**src/rtl/tof_sample_latch.sv**
```systemverilog
// tof_sample_latch: holds the latest sample of each ToF channel, raises a data-ready flag per channel,
// releases it on a write-FSM consume and counts completed frames.
// Optional macro TOF_OVERFLOW_CNT_EN adds ovf_cnt, a saturating 8-bit overwrite counter per channel.
module tof_sample_latch #(
  parameter int N_CH = 8,
  parameter int DW = 16,
  parameter int FCW = 16,
  localparam int IW = (N_CH > 1) ? $clog2(N_CH) : 1
) (
  input  logic              clk,
  input  logic              reset,
  input  logic [N_CH-1:0]   sample_valid,
  input  logic [N_CH*DW-1:0] sample_data,
  output logic [N_CH-1:0]   ToF_dr,
  input  logic [IW-1:0]     ToF_Index,
  input  logic              rd_ack,
  output logic [DW-1:0]     rd_data,
  output logic              frame_done,
  output logic [FCW-1:0]    frame_cnt,
  output logic              ack_err
`ifdef TOF_OVERFLOW_CNT_EN
  ,
  output logic [N_CH*8-1:0] ovf_cnt
`endif
);
  localparam logic [IW:0] NCH_L = (IW+1)'(N_CH);
  logic [DW-1:0] hold_q [N_CH];
  logic [DW-1:0] hold_d [N_CH];
  logic [N_CH-1:0] dr_q, dr_d, consumed_q, consumed_d, hit;
  logic ack_q, consume, idx_ok, cons_ok, ack_err_q, ack_err_d, frame_done_q, frame_done_d;
  logic [DW-1:0] rd_data_q, rd_data_d;
  logic [FCW-1:0] frame_cnt_q, frame_cnt_d;

  // Consume is the rising edge of rd_ack; a full consumed mask closes the frame and restarts the mask,
  // so a consume landing in the frame_done cycle already belongs to the next frame.
  always_comb begin
    consume = rd_ack & ~ack_q;
    idx_ok = {1'b0, ToF_Index} < NCH_L;
    cons_ok = consume & idx_ok & dr_q[ToF_Index];
    hit = cons_ok ? N_CH'(1) << ToF_Index : '0;
    for (int i = 0; i < N_CH; i++) hold_d[i] = sample_valid[i] ? sample_data[i*DW +: DW] : hold_q[i];
    dr_d = sample_valid | (dr_q & ~hit);
    consumed_d = ((&consumed_q) ? '0 : consumed_q) | hit;
    frame_done_d = &consumed_d;
    frame_cnt_d = frame_cnt_q + FCW'(&consumed_q);
    ack_err_d = ack_err_q | (consume & ~cons_ok);
    rd_data_d = idx_ok ? hold_q[ToF_Index] : '0;
  end

  // State registers; reset drops held samples and flags immediately.
  always_ff @(posedge clk or posedge reset)
    if (reset) begin
      for (int i = 0; i < N_CH; i++) hold_q[i] <= '0;
      dr_q <= '0;
      consumed_q <= '0;
      ack_q <= 1'b0;
      ack_err_q <= 1'b0;
      frame_done_q <= 1'b0;
      frame_cnt_q <= '0;
      rd_data_q <= '0;
    end else begin
      hold_q <= hold_d;
      dr_q <= dr_d;
      consumed_q <= consumed_d;
      ack_q <= rd_ack;
      ack_err_q <= ack_err_d;
      frame_done_q <= frame_done_d;
      frame_cnt_q <= frame_cnt_d;
      rd_data_q <= rd_data_d;
    end

  assign ToF_dr = dr_q;
  assign rd_data = rd_data_q;
  assign frame_done = frame_done_q;
  assign frame_cnt = frame_cnt_q;
  assign ack_err = ack_err_q;

`ifdef TOF_OVERFLOW_CNT_EN
  logic [7:0] ovf_q [N_CH];
  logic [7:0] ovf_d [N_CH];

  // A sample landing on a full channel that is not being consumed loses the older value; count it, saturating.
  always_comb
    for (int i = 0; i < N_CH; i++)
      ovf_d[i] = ovf_q[i] + 8'(sample_valid[i] & dr_q[i] & ~hit[i] & ~(&ovf_q[i]));

  // Overwrite counters.
  always_ff @(posedge clk or posedge reset)
    if (reset) for (int i = 0; i < N_CH; i++) ovf_q[i] <= '0;
    else ovf_q <= ovf_d;

  // Pack the counters onto the output bus.
  always_comb
    for (int i = 0; i < N_CH; i++) ovf_cnt[i*8 +: 8] = ovf_q[i];
`endif
endmodule

```
**config.mk**
```make
export PLATFORM = sky130hd
export DESIGN_NAME = tof_sample_latch
export DESIGN_NICKNAME = d
export VERILOG_FILES = /design/src/rtl/tof_sample_latch.sv
export SDC_FILE = /design/constraint.sdc
export NUM_CORES = 1
export LEC_CHECK = 0
export ABC_AREA = 1
export BUFFER_PORTS_ARGS = -buffer_cell sky130_fd_sc_hd__buf_4
export CAP_MARGIN = 10
export CORE_MARGIN = 1
export CORE_UTILIZATION = 50
export DETAILED_ROUTE_END_ITERATION = 10
export HOLD_SLACK_MARGIN = 0.15
export PLACE_DENSITY = 0.75
export RECOVER_POWER = 100
export SYNTH_ARGS = -nofsm -noshare
export SYNTH_HDL_FRONTEND = slang
export SYNTH_SLANG_ARGS = --single-unit
```
**constraint.sdc**
```tcl
create_clock -name clk -period 5.9 [get_ports clk]
set_input_delay 0.59 -clock clk [delete_from_list [all_inputs] [get_ports clk]]
set_output_delay 0.59 -clock clk [all_outputs]
set_load 0.01 [all_outputs]
```
==> results.toml <==
[outcome]
status = "finished with violations"
violations = "max-capacitance violations, max-slew violations"

[critical_path]
cp_cell_sequence = "dlygate4sd3_1 > clkbuf_4 > clkinvlp_2 > clkbuf_2"
crit_fanout = 83
critPathSlowestCell = "clkbuf_2"
worstSetupStartpoint = "reset"
critPathKind = "primary input to async pin"
r2r-end = "frame_cnt[13]$_DFF_PP0_"
cp.depth = 4
cp.required_ps = 6060
timing.rr.start = "consumed_q[1]$_DFF_PP0_"
end_kind = "async pin"
crit_end = "hold_q[46]$_DFFE_PP0P_"
start_kind = "primary input"
reg2regPathDepth = 11
critPathArrivalTime_ps = 3340
rrSetupSlack_ps = 3570
crit_buf_inv = 4
cpLargestDelayFamily = "buffers and inverters"
cpPeakStageDelay_ps = 1530

[yosys]
ys_ff_latch = 179
syn_nets = 955
netlist.area_leader.share_pct = 59.7
async_reset_ff_share_pct = 100
netlist_top_cells_count = "nand2_1, dfrtp_1, inv_1, o21ai_0, mux2_2"
yosys.cell_types.count = 26
synth_area_leaders = "dfrtp_1, nand2_1, mux2_2"
synthesis.area_um2 = 7510
yosysTopAreaCell = "dfrtp_1"
synth-seq-area-share_pct = 59.7
yosys_warnings = 0
synth_most_common_cell = "nand2_1"
synth_flop_cell = "dfrtp_1"
synth.avg_cell_area_um2 = 9.26
syn_inst = 811
synth_edf_count = 0

[sta]
setup_viol = 0
tightest_slew_ps = 1960
slew_viol_final = 162
period_needed_ps = 3190
grt_setup_unrepaired = "false"
max_slew_margin_pct = -30.9
fin_skew_ps = 6.42
fin_crit_sh_pct = 54.0
tns_ps = 0
max_freq_ghz = 0.314
hold_viol = 0

[die]
rows = 44
ios = 184
coreArea_um2 = 14600
start_util_pct = 51.5
die_w_um = 125
die_area_um2 = 15500
die_y_um = 125

[routing]
ant_nets = 0
vias_per_cell = 5.29
drc = 0
routed_wl_um = 20100
num_vias = 6223
drtPass1Iterations = 5
post_drt_wl_per_cell_um = 17.1
drt-initial-drc-count = 421

[layout]
area_growth_pct = 25.5
final_nets = 1123
drive_gt1_share_pct = 20.6
final_core_util_pct = 64.6
fin_area_um2 = 9420
nFillCells = 1267
num_antenna_cells = 0

[grt]
grt_pass1_vias = 6310
groute.usage.overall_pct = 27.1
antenna_found_initial = 0
grt_overflow = 0
grt_pass1_wl_um = 32200
grt_max_degree = 84

[placement]
numPortBuffers = 183
dpl-instance-area_um2 = 8990
gp_congestion = 0.859
hpwl_um = 14300

[clocking]
cts-resized-gates = 0
numCtsBuffers = 17
h-tree-depth = 4
clockBufferDepth = 2
cts_setup_buffers = 0
clk_latency_ps = 430
cts_tree = "built"
clk_pin_slew_ps = 60
cts-root-buf = "clkbuf_16"
cts_sinks = 179
cts_hold_buf = 1

[hold_path]
hp-class = "primary input to register"

[power_and_ir_drop]
power.total_mw = 3.03
ir_drop_mv = 0.219
p_leak_nw = 4.71
power_density_nw_per_um2 = 321

[flow_run]
maxCapViolCount = 2
-- placed cells by master (no fill, tap or decap), types with 2 or more instances in the layout --
cell,synthesis,final
xor2_1,10,10
clkbuf_2,0,2
bufinv_16,0,4
inv_1,56,57
o22ai_1,16,16
clkbuf_4,0,2
dfrtp_1,179,179
clkbuf_16,0,17
ha_1,2,2
buf_4,1,131
xnor2_1,3,3
nor3_1,2,3
o21ai_0,53,53
inv_6,0,2
nand2_1,339,339
clkbuf_1,28,52
o2111ai_1,3,3
clkinv_4,0,2
nor2_2,4,2
a21o_1,5,5
nand3_1,5,5
a21oi_1,8,8
a221oi_1,14,14
a32oi_1,2,2
nor2_1,10,12
nand4_1,23,23
clkinvlp_4,0,4
mux2_2,33,33
-- power by group --
part	internal [mW]	total [mW]	switching (mW)
Clock	0.726	1.21	0.489
Combinational	0.162	0.386	0.224
Sequential	1.36	1.43	0.0730
Total	2.24	3.03	0.786
-- cell type report --
class	count	area [um^2]	area share (%)
Multi-Input combinational cell	533	2630	27.9
Inverter	60	226	2.40
Tap cell	184	230	2.44
Timing Repair Buffer	188	1210	12.9
Clock buffer	18	439	4.66
Sequential cell	179	4480	47.5
Clock inverter	14	201	2.14
-- how the worst min path moves through the flow --
stage,startpoint,endpoint,slack [ps],cells past startpoint
after floorplan,hold_q[83]$_DFFE_PP0P_,hold_q[83]$_DFFE_PP0P_,440,2
after global placement,ack_err$_DFF_PP0_,ack_err$_DFF_PP0_,440,1
after detailed placement,ack_err$_DFF_PP0_,ack_err$_DFF_PP0_,450,1
after CTS,rd_ack,ack_q$_DFF_PP0_,260,1
after global routing,rd_ack,ack_q$_DFF_PP0_,280,1
final,rd_ack,ack_q$_DFF_PP0_,300,1
-- cell families (layout without fill, tap and decap cells) --
logic type | after synthesis | after routing | share of synthesized area [%]
and+or+nand+nor | 384 | 384 | 20.3
AOI/OAI and AO/OA | 101 | 101 | 8.12
xor gates and xnor gates | 13 | 13 | 1.52
adders and majority gates | 2 | 2 | 0.333
buffers and inverters | 99 | 280 | 5.13
muxes | 33 | 33 | 4.95
DFF | 179 | 179 | 59.7
-- layer usage --
metal	up-vias	part of all wire [%]	GRT usage, %
met5	-	0	0
met4	0	2.3	9.00
met3	32	6.2	6.10
met2	242	51	45.7
met1	2984	40	34.7
li1	2965	-	-
-- state kept, by name, summed over array words and instances, names as in the netlist --
register,flops
hold_q,128
frame_cnt,16
rd_data,16
ToF_dr,8
consumed_q,8
ack_err,1
ack_q,1
frame_done,1
-- stage by stage --
| step | cells | setup WS, ps | hold slack [ps] |
|---|---|---|---|
| 3_3_place_gp | 1143 | 3480 | 442 |
| 3_5_place_dp | 1143 | 3410 | 454 |
| 5_1_grt | 1176 | 2140 | 279 |
| 6_report | 1176 | 2710 | 298 |
| 2_1_floorplan | 811 | 451 | 442 |
| 4_1_cts | 1176 | 3590 | 258 |
Power figures use the tool's default switching activity.
